==> config.mk <==
export PLATFORM = sky130hd
export DESIGN_NAME = bfp_shift_apply
export DESIGN_NICKNAME = d
export VERILOG_FILES = /design/src/rtl/bfp_shift_apply.sv
export SDC_FILE = /design/constraint.sdc
export NUM_CORES = 2
export LEC_CHECK = 0
export ABC_AREA = 1
export CAP_MARGIN = 20
export CELL_PAD_IN_SITES_DETAIL_PLACEMENT = 1
export CELL_PAD_IN_SITES_GLOBAL_PLACEMENT = 1
export CORE_UTILIZATION = 35
export CTS_BUF_LIST = sky130_fd_sc_hd__clkbuf_4 sky130_fd_sc_hd__clkbuf_8
export DETAILED_ROUTE_END_ITERATION = 10
export PLACE_DENSITY = 0.77
export SLEW_MARGIN = 20
export SYNTH_ARGS = -nofsm -noshare
export SYNTH_HDL_FRONTEND = slang
export SYNTH_SLANG_ARGS = --single-unit
export TNS_END_PERCENT = 20
==> constraint.sdc <==
create_clock -name clk -period 1.91 [get_ports clk]
set_input_delay 0.191 -clock clk [delete_from_list [all_inputs] [get_ports clk]]
set_output_delay 0.191 -clock clk [all_outputs]
set_load 0.01 [all_outputs]
==> src/rtl/bfp_shift_apply.sv <==
// Block-floating-point normalizer placed between FFT butterfly stages.
// Each beat carries DATA_WIDTH complex samples split into two halves; each
// half is left-shifted by its own clamped leading-bit count through a
// 2-stage pipeline. A per-half running minimum of the applied shifts is
// reported at frame end so the output stage can re-align exponents.
module bfp_shift_apply #(
  parameter int DATA_WIDTH = 16,
  parameter int BIT_W      = 13,
  parameter int CNT_W      = 5,
  parameter int MAX_SHIFT  = BIT_W - 1
) (
  input  logic                    clk,
  input  logic                    rstn,
  input  logic                    i_valid,
  input  logic                    i_frame_start,
  input  logic                    i_frame_last,
  input  logic signed [BIT_W-1:0] i_data_re [0:DATA_WIDTH-1],
  input  logic signed [BIT_W-1:0] i_data_im [0:DATA_WIDTH-1],
  input  logic        [CNT_W-1:0] i_min_cnt_0,
  input  logic        [CNT_W-1:0] i_min_cnt_1,
  output logic                    o_valid,
  output logic signed [BIT_W-1:0] o_data_re [0:DATA_WIDTH-1],
  output logic signed [BIT_W-1:0] o_data_im [0:DATA_WIDTH-1],
  output logic        [CNT_W-1:0] o_shift_0,
  output logic        [CNT_W-1:0] o_shift_1,
  output logic                    o_frame_done,
  output logic        [CNT_W-1:0] o_frame_shift_0,
  output logic        [CNT_W-1:0] o_frame_shift_1
);

  localparam int HALF = DATA_WIDTH / 2;
  localparam logic [CNT_W-1:0] MAX_SHIFT_C = CNT_W'(MAX_SHIFT);

  // An all-zero half reports a large count; clamping keeps it from
  // shifting past the sample width.
  function automatic logic [CNT_W-1:0] clamp_cnt(input logic [CNT_W-1:0] c);
    return (c > MAX_SHIFT_C) ? MAX_SHIFT_C : c;
  endfunction

  function automatic logic [CNT_W-1:0] min_cnt(input logic [CNT_W-1:0] a,
                                               input logic [CNT_W-1:0] b);
    return (a < b) ? a : b;
  endfunction

  // Stage 1 registers
  logic                    s1_valid_q, s1_valid_d;
  logic                    s1_start_q, s1_start_d;
  logic                    s1_last_q,  s1_last_d;
  logic        [CNT_W-1:0] s1_shift0_q, s1_shift0_d;
  logic        [CNT_W-1:0] s1_shift1_q, s1_shift1_d;
  logic signed [BIT_W-1:0] s1_re_q [0:DATA_WIDTH-1];
  logic signed [BIT_W-1:0] s1_re_d [0:DATA_WIDTH-1];
  logic signed [BIT_W-1:0] s1_im_q [0:DATA_WIDTH-1];
  logic signed [BIT_W-1:0] s1_im_d [0:DATA_WIDTH-1];

  // Stage 2 / output registers and frame tracker
  logic                    out_valid_q, out_valid_d;
  logic                    frame_done_q, frame_done_d;
  logic        [CNT_W-1:0] out_shift0_q, out_shift0_d;
  logic        [CNT_W-1:0] out_shift1_q, out_shift1_d;
  logic        [CNT_W-1:0] frame_shift0_q, frame_shift0_d;
  logic        [CNT_W-1:0] frame_shift1_q, frame_shift1_d;
  logic        [CNT_W-1:0] run_min0_q, run_min0_d;
  logic        [CNT_W-1:0] run_min1_q, run_min1_d;
  logic signed [BIT_W-1:0] out_re_q [0:DATA_WIDTH-1];
  logic signed [BIT_W-1:0] out_re_d [0:DATA_WIDTH-1];
  logic signed [BIT_W-1:0] out_im_q [0:DATA_WIDTH-1];
  logic signed [BIT_W-1:0] out_im_d [0:DATA_WIDTH-1];

  // Stage 1 next state: capture beat and clamp counts; hold data on bubbles.
  always_comb begin
    s1_valid_d  = i_valid;
    s1_start_d  = i_valid & i_frame_start;
    s1_last_d   = i_valid & i_frame_last;
    s1_shift0_d = s1_shift0_q;
    s1_shift1_d = s1_shift1_q;
    s1_re_d     = s1_re_q;
    s1_im_d     = s1_im_q;
    if (i_valid) begin
      s1_shift0_d = clamp_cnt(i_min_cnt_0);
      s1_shift1_d = clamp_cnt(i_min_cnt_1);
      for (int i = 0; i < DATA_WIDTH; i++) begin
        s1_re_d[i] = i_data_re[i];
        s1_im_d[i] = i_data_im[i];
      end
    end
  end

  // Stage 1 register; in-flight beats are dropped on reset.
  always_ff @(posedge clk or negedge rstn) begin
    if (!rstn) begin
      s1_valid_q  <= 1'b0;
      s1_start_q  <= 1'b0;
      s1_last_q   <= 1'b0;
      s1_shift0_q <= '0;
      s1_shift1_q <= '0;
      for (int i = 0; i < DATA_WIDTH; i++) begin
        s1_re_q[i] <= '0;
        s1_im_q[i] <= '0;
      end
    end else begin
      s1_valid_q  <= s1_valid_d;
      s1_start_q  <= s1_start_d;
      s1_last_q   <= s1_last_d;
      s1_shift0_q <= s1_shift0_d;
      s1_shift1_q <= s1_shift1_d;
      s1_re_q     <= s1_re_d;
      s1_im_q     <= s1_im_d;
    end
  end

  // Stage 2 next state: apply shifts and update the per-half frame minimum.
  // The tracker is never cleared by last, only reloaded by start, so beats
  // arriving without a start keep folding into the previous minimum.
  always_comb begin
    out_valid_d    = s1_valid_q;
    frame_done_d   = 1'b0;
    out_shift0_d   = out_shift0_q;
    out_shift1_d   = out_shift1_q;
    frame_shift0_d = frame_shift0_q;
    frame_shift1_d = frame_shift1_q;
    run_min0_d     = run_min0_q;
    run_min1_d     = run_min1_q;
    out_re_d       = out_re_q;
    out_im_d       = out_im_q;
    if (s1_valid_q) begin
      out_shift0_d = s1_shift0_q;
      out_shift1_d = s1_shift1_q;
      for (int i = 0; i < DATA_WIDTH; i++) begin
        if (i < HALF) begin
          out_re_d[i] = s1_re_q[i] <<< s1_shift0_q;
          out_im_d[i] = s1_im_q[i] <<< s1_shift0_q;
        end else begin
          out_re_d[i] = s1_re_q[i] <<< s1_shift1_q;
          out_im_d[i] = s1_im_q[i] <<< s1_shift1_q;
        end
      end
      if (s1_start_q) begin
        run_min0_d = s1_shift0_q;
        run_min1_d = s1_shift1_q;
      end else begin
        run_min0_d = min_cnt(run_min0_q, s1_shift0_q);
        run_min1_d = min_cnt(run_min1_q, s1_shift1_q);
      end
      if (s1_last_q) begin
        frame_shift0_d = run_min0_d;
        frame_shift1_d = run_min1_d;
        frame_done_d   = 1'b1;
      end
    end
  end

  // Stage 2 register; tracker restarts from MAX_SHIFT after reset.
  always_ff @(posedge clk or negedge rstn) begin
    if (!rstn) begin
      out_valid_q    <= 1'b0;
      frame_done_q   <= 1'b0;
      out_shift0_q   <= '0;
      out_shift1_q   <= '0;
      frame_shift0_q <= '0;
      frame_shift1_q <= '0;
      run_min0_q     <= MAX_SHIFT_C;
      run_min1_q     <= MAX_SHIFT_C;
      for (int i = 0; i < DATA_WIDTH; i++) begin
        out_re_q[i] <= '0;
        out_im_q[i] <= '0;
      end
    end else begin
      out_valid_q    <= out_valid_d;
      frame_done_q   <= frame_done_d;
      out_shift0_q   <= out_shift0_d;
      out_shift1_q   <= out_shift1_d;
      frame_shift0_q <= frame_shift0_d;
      frame_shift1_q <= frame_shift1_d;
      run_min0_q     <= run_min0_d;
      run_min1_q     <= run_min1_d;
      out_re_q       <= out_re_d;
      out_im_q       <= out_im_d;
    end
  end

  assign o_valid         = out_valid_q;
  assign o_frame_done    = frame_done_q;
  assign o_shift_0       = out_shift0_q;
  assign o_shift_1       = out_shift1_q;
  assign o_frame_shift_0 = frame_shift0_q;
  assign o_frame_shift_1 = frame_shift1_q;
  assign o_data_re       = out_re_q;
  assign o_data_im       = out_im_q;

endmodule

# After elaboration in Yosys (flattened, before gate mapping)
# Index checks and enable logic that the tools add are counted.
classes:
  shifts: 32
  n_div: 0
  mul: 0
  magnitude_cmp: 4
  add_sub_neg: 0
  n_eq_ne: 0
  n_reduce_logical: 1
  bitwise: 2
  n_mux: 8
op_table:
  columns: ["operator", "n"]
  rows:
  - ["13-bit by 5-bit <<< shifter with 13-bit output", 32]
  - ["5-bit 2-to-1 mux", 6]
  - ["5-bit by 4-bit > comparator with 1-bit output, second input constant", 2]
  - ["5-bit less-than comparator", 2]
  - ["1-bit bitwise AND", 2]
  - ["1-bit 2-to-1 mux", 2]
  - ["2-bit AND reduction", 1]
totals:
  reg_bits: 877
  rom_bits: 0
  input_bits: 431
  memories: 0
  latch_bits: 0
  output_inout_bits: 438
  ramBits: 0
  elab_cells: 124

# Depth between registers and ports, before layout
depth:
  ltp_word: 3
  depth_mapped: 11
  mapped_depth_nobuf: 9

# Worst setup path before layout
# Ideal clock, no wire load.
synth_timing:
  path_type: "register to register"
  from: "register s1_shift1_q[3]"
  to: "register frame_shift1_q[3] (netlist: o_frame_shift_1[3])"
  path_buffers: 2
  required_ns: 1.844
  path_stages_with_launch: 12
  period_less_slack_ns: 2.080
  setup_time_ns: 0.066
  slack_ns: -0.170
  t_arrival_ns: 2.014
  cell_sequence: "dfrtp_1 -> inv_1 -> clkbuf_1 -> clkbuf_1 -> ha_1 -> nand2_1 -> nor2_1 -> nor2_1 -> nand2_1 -> nand2_1 -> nand3_1 -> nand2_1"
synth_via:
  elab_chain_len: 3
synth_rtl:
  columns: ["element", "line", "source"]
  rows:
  - ["from (decl)", "50", "logic [CNT_W-1:0] s1_shift1_q, s1_shift1_d;"]
  - ["from (signal assigned)", "106", "s1_shift1_q <= s1_shift1_d;"]
  - ["5-bit less-than comparator", "42", "return (a < b) ? a : b;"]
  - ["5-bit 2-to-1 mux", "42", null]
  - ["5-bit 2-to-1 mux (*)", "138", "if (s1_start_q) begin"]
  - ["to (signal assigned)", "174", "frame_shift1_q <= frame_shift1_d;"]
  - ["to (decl)", "62", "logic [CNT_W-1:0] frame_shift1_q, frame_shift1_d;"]
# Mark *: on every way between the ends. The rest lies on a longest branch, timed or not.
# A chain may end at the register's enable or synchronous reset.

# Worst setup path after layout
layout_timing:
  from: "register s1_shift0_q[0]"
  to: "register out_re_q, in the netlist o_data_re[129]"
layout_via:
  elab_chain_len: 1
layout_rtl:
  columns: ["element", "line", "source"]
  rows:
  - ["from (decl)", "49", "logic [CNT_W-1:0] s1_shift0_q, s1_shift0_d;"]
  - ["from (signal assigned)", "105", "s1_shift0_q <= s1_shift0_d;"]
  - ["13-bit by 5-bit <<< shifter with 13-bit output", "131", "out_re_d[i] = s1_re_q[i] <<< s1_shift0_q;"]
  - ["to (signal assigned)", "177", "out_re_q <= out_re_d;"]
  - ["to (decl)", "65", "logic signed [BIT_W-1:0] out_re_q [0:DATA_WIDTH-1];"]
# No other way between the ends.

==> results.sh <==
export IMPL_status="complete, but fails checks"
export IMPL_violations="setup timing"
export IMPL_via_per_inst=5.69
export IMPL_syn_area_mm2=0.0462
export IMPL_holdPathStages=3
export IMPL_grt_antenna_before_repair=35
export IMPL_leakage_nw=33.6
export IMPL_io_pins=869
export IMPL_maxCapViolations=0
export IMPL_grt_remaining_overflow=0
export IMPL_slew_headroom=0.390
export IMPL_fillCellCount=16243
export IMPL_total_power_w=0.0573
export IMPL_rsz0062_at_grt="true"
export IMPL_synth_nets=7077
export IMPL_numCtsBuffers=159
export IMPL_worst_pin_slew_ps=906
export IMPL_dr_pass1_iters=5
export IMPL_yosysSeqAreaShare=0.475
export IMPL_synthCells=6638
export IMPL_min_delay_path_class="input pin to flip-flop"
export IMPL_skew_ps=39.0
export IMPL_p_seq_frac=0.402
export IMPL_max_stage_delay_ps=480
export IMPL_arrival_ps=2740
export IMPL_fmax_mhz=519
export IMPL_port_buffers=868
export IMPL_crit_fanout=55
export IMPL_peakVddDrop_v=0.000657
export IMPL_dp_cells=9072
export IMPL_period_needed_ps=1930
export IMPL_wl_per_cell_um=29.2
export IMPL_die_width_um=365
export IMPL_cp_start_kind="flip-flop"
export IMPL_synth_cell_types=26
export IMPL_cp_cell_sequence="buf_12 > buf_4 > nand2_1 > nand3_1 > nand2_1 > nand2_1 > nand3_1 > nand3_1"
export IMPL_end_kind="flip-flop"
export IMPL_dpl_cell_area_mm2=0.0585
export IMPL_die_y_um=365
export IMPL_cts_tree="built"
export IMPL_row_count=132
export IMPL_p_comb_frac=0.258
export IMPL_htreeDepth=4
export IMPL_synth_top_area_share=0.473
export IMPL_final_area_mm2=0.0655
export IMPL_drive_gt1_frac=0.0986
export IMPL_drc=0
export IMPL_cts_max_path_buffers=3
export IMPL_cts_root_buffer="clkbuf_8"
export IMPL_netlist_top_cells_area="dfrtp_1, nand2_1, nand3_1, clkbuf_1, o21ai_0"
export IMPL_grt_use_total=0.420
export IMPL_finalWirelength_mm=284
export IMPL_clock_latency_ps=890
export IMPL_avgSynthCellArea_um2=6.96
export IMPL_r2r_cells=8
export IMPL_p_sw_w=0.0208
export IMPL_grt_max_degree=140
export IMPL_area_growth_pct=41.8
export IMPL_critPathRequiredTime_ps=2720
export IMPL_p_sw_frac=0.362
export IMPL_p_clk_frac=0.340
export IMPL_critPathKind="flip-flop to flip-flop"
export IMPL_setup_viol=2
export IMPL_synth_seq_cells=877
export IMPL_yosys_area_top_type="dfrtp_1"
export IMPL_finalWorstSetupSlack_ps=-17.4
export IMPL_coreArea_mm2=0.130
export IMPL_synth_warnings=0
export IMPL_grt_pass1_vias=53571
export IMPL_grt_pass1_wl_mm=401
export IMPL_nets=8311
export IMPL_stdcell_count=9741
export IMPL_fin_crit_sh=1.01
export IMPL_post_dp_hpwl_mm=212
export IMPL_drt_iter0_drc=7120
export IMPL_intPower_w=0.0366
export IMPL_num_vias=55426
export IMPL_cts_sinks=877
export IMPL_routabilityCongestion=0.986
export IMPL_final_max_slew_violation_count=0
export IMPL_timing_hold_violations_final=0
export IMPL_die_area_mm2=0.133
export IMPL_crit_path_top_delay_cell="dfrtp_4"
export IMPL_powerDensity_mw_per_mm2=875
export IMPL_clk_pin_slew_ps=70
export IMPL_ant_nets=0
export IMPL_start_util=0.355
layer usage:
metal  routed length (µm)  track usage
met1               127000        0.631
met2               109000        0.548
met3                37600        0.146
met4                10500        0.140
met5                  165            0
what timing repair did:
item,CTS,global route
endpoints found under the hold margin,1265,0
setup endpoints to repair,438,54
setup buffers,1,0
pin swaps,0,0
gates resized for setup,736,34
hold buffers,380,0
cells in the final DEF (no fill, tap or decap), drive strengths merged:
master	synthesis	routed
clkinvlp	0	4
clkdlybuf4s18	0	1
ha	8	8
a22oi	26	26
o21a	7	7
a21oi	112	112
inv	83	86
clkbuf	294	246
dlygate4sd2	0	319
a22o	26	26
o31ai	36	36
buf	176	308
diode	0	16
clkdlybuf4s15	0	103
a21o	5	5
dfstp	4	4
bufinv	0	6
o211ai	11	11
dlygate4sd3	0	380
clkinv	1	18
nand3	1026	1026
o21ai	202	202
nand2	3578	3578
clkdlybuf4s50	0	428
dfrtp	873	873
nand4	62	62
nor2	108	108
through the flow:
stage	util	hold slack [ps]	worst slack [ps]	setup TNS, ps
4_1_cts	0.502	0.0426	-2.71	-2.71
2_1_floorplan	-	-105	-1.92	-11.9
3_3_place_gp	0.449	134	94.6	0
5_1_grt	0.503	27.1	-73.0	-336
6_report	0.503	55.4	-17.4	-23.4
3_5_place_dp	0.449	138	54.8	0
cell families after synthesis:
group / after synthesis / share of synthesized area
flip-flops: 877 / 0.475
buffers and inverters: 554 / 0.0500
adder cells (fa/ha/maj): 8 / 0.00217
AO/OA/AOI/OAI: 425 / 0.0528
AND/OR/NAND/NOR: 4774 / 0.420
worst paths after layout:
check	from	to	slack, ps
min	i_data_re[72]	s1_re_q[72]$_DFFE_PN0P_	60
max	s1_shift0_q[0]$_DFFE_PN0P_	o_data_re[129]$_DFFE_PN0P_	-20
max reg2reg	s1_shift0_q[0]$_DFFE_PN0P_	o_data_re[129]$_DFFE_PN0P_	-20
min in group asynchronous	rstn	s1_re_q[33]$_DFFE_PN0P_	200
min reg2reg	s1_re_q[64]$_DFFE_PN0P_	s1_re_q[64]$_DFFE_PN0P_	480
max in group asynchronous	rstn	o_data_re[153]$_DFFE_PN0P_	520
layout make-up:
class	instances	area [µm²]	area share
diodes	16	40.0	0.000612
clock buffers	242	2990	0.0457
clock inverters	30	320	0.00489
inverters	84	368	0.00562
multi-input cells	5207	22000	0.336
flip-flops and latches	877	22100	0.338
well taps	1742	2180	0.0333
repair buffers	1543	15500	0.236
synth_stat cells:
cell / n
nand2_1: 3577
nor2_1: 105
a22oi_1: 26
inv_1: 72
nand2_2: 1
buf_6: 10
nand4_1: 62
a21o_1: 5
dfrtp_1: 873
a22o_1: 26
a21oi_1: 112
clkbuf_1: 294
nor2_4: 3
buf_4: 7
o21ai_1: 14
o21a_1: 7
clkinv_2: 1
inv_2: 11
nand3_1: 1026
buf_1: 59
buf_2: 100
ha_1: 8
o21ai_0: 188
o211ai_1: 11
dfstp_2: 4
o31ai_1: 36
flip-flops by register name (all words and copies together), names as in the netlist:
signal / flops
o_data_im: 208
o_data_re: 208
s1_im_q: 208
s1_re_q: 208
o_frame_shift_0: 5
o_frame_shift_1: 5
o_shift_0: 5
o_shift_1: 5
run_min0_q: 5
run_min1_q: 5
s1_shift0_q: 5
s1_shift1_q: 5
o_frame_done: 1
o_valid: 1
out_valid_d: 1
s1_last_q: 1
s1_start_q: 1
worst max-delay path: cells and delay by family, from the launching register on:
family / cells / cell delay (ps)
buf+inv: 2 / 570
flops: 1 / 480
simple gates: 6 / 760
power by group through the flow:
stage                     combinational, W  clock (W)  sequential (W)
after CTS                           0.0143     0.0195          0.0228
final                               0.0148     0.0195          0.0230
after detailed placement            0.0141          0          0.0231
after global placement              0.0139          0          0.0231
after floorplan                    0.00632          0          0.0221
after global routing                0.0159     0.0203          0.0230
Power figures use the tool's default switching activity.
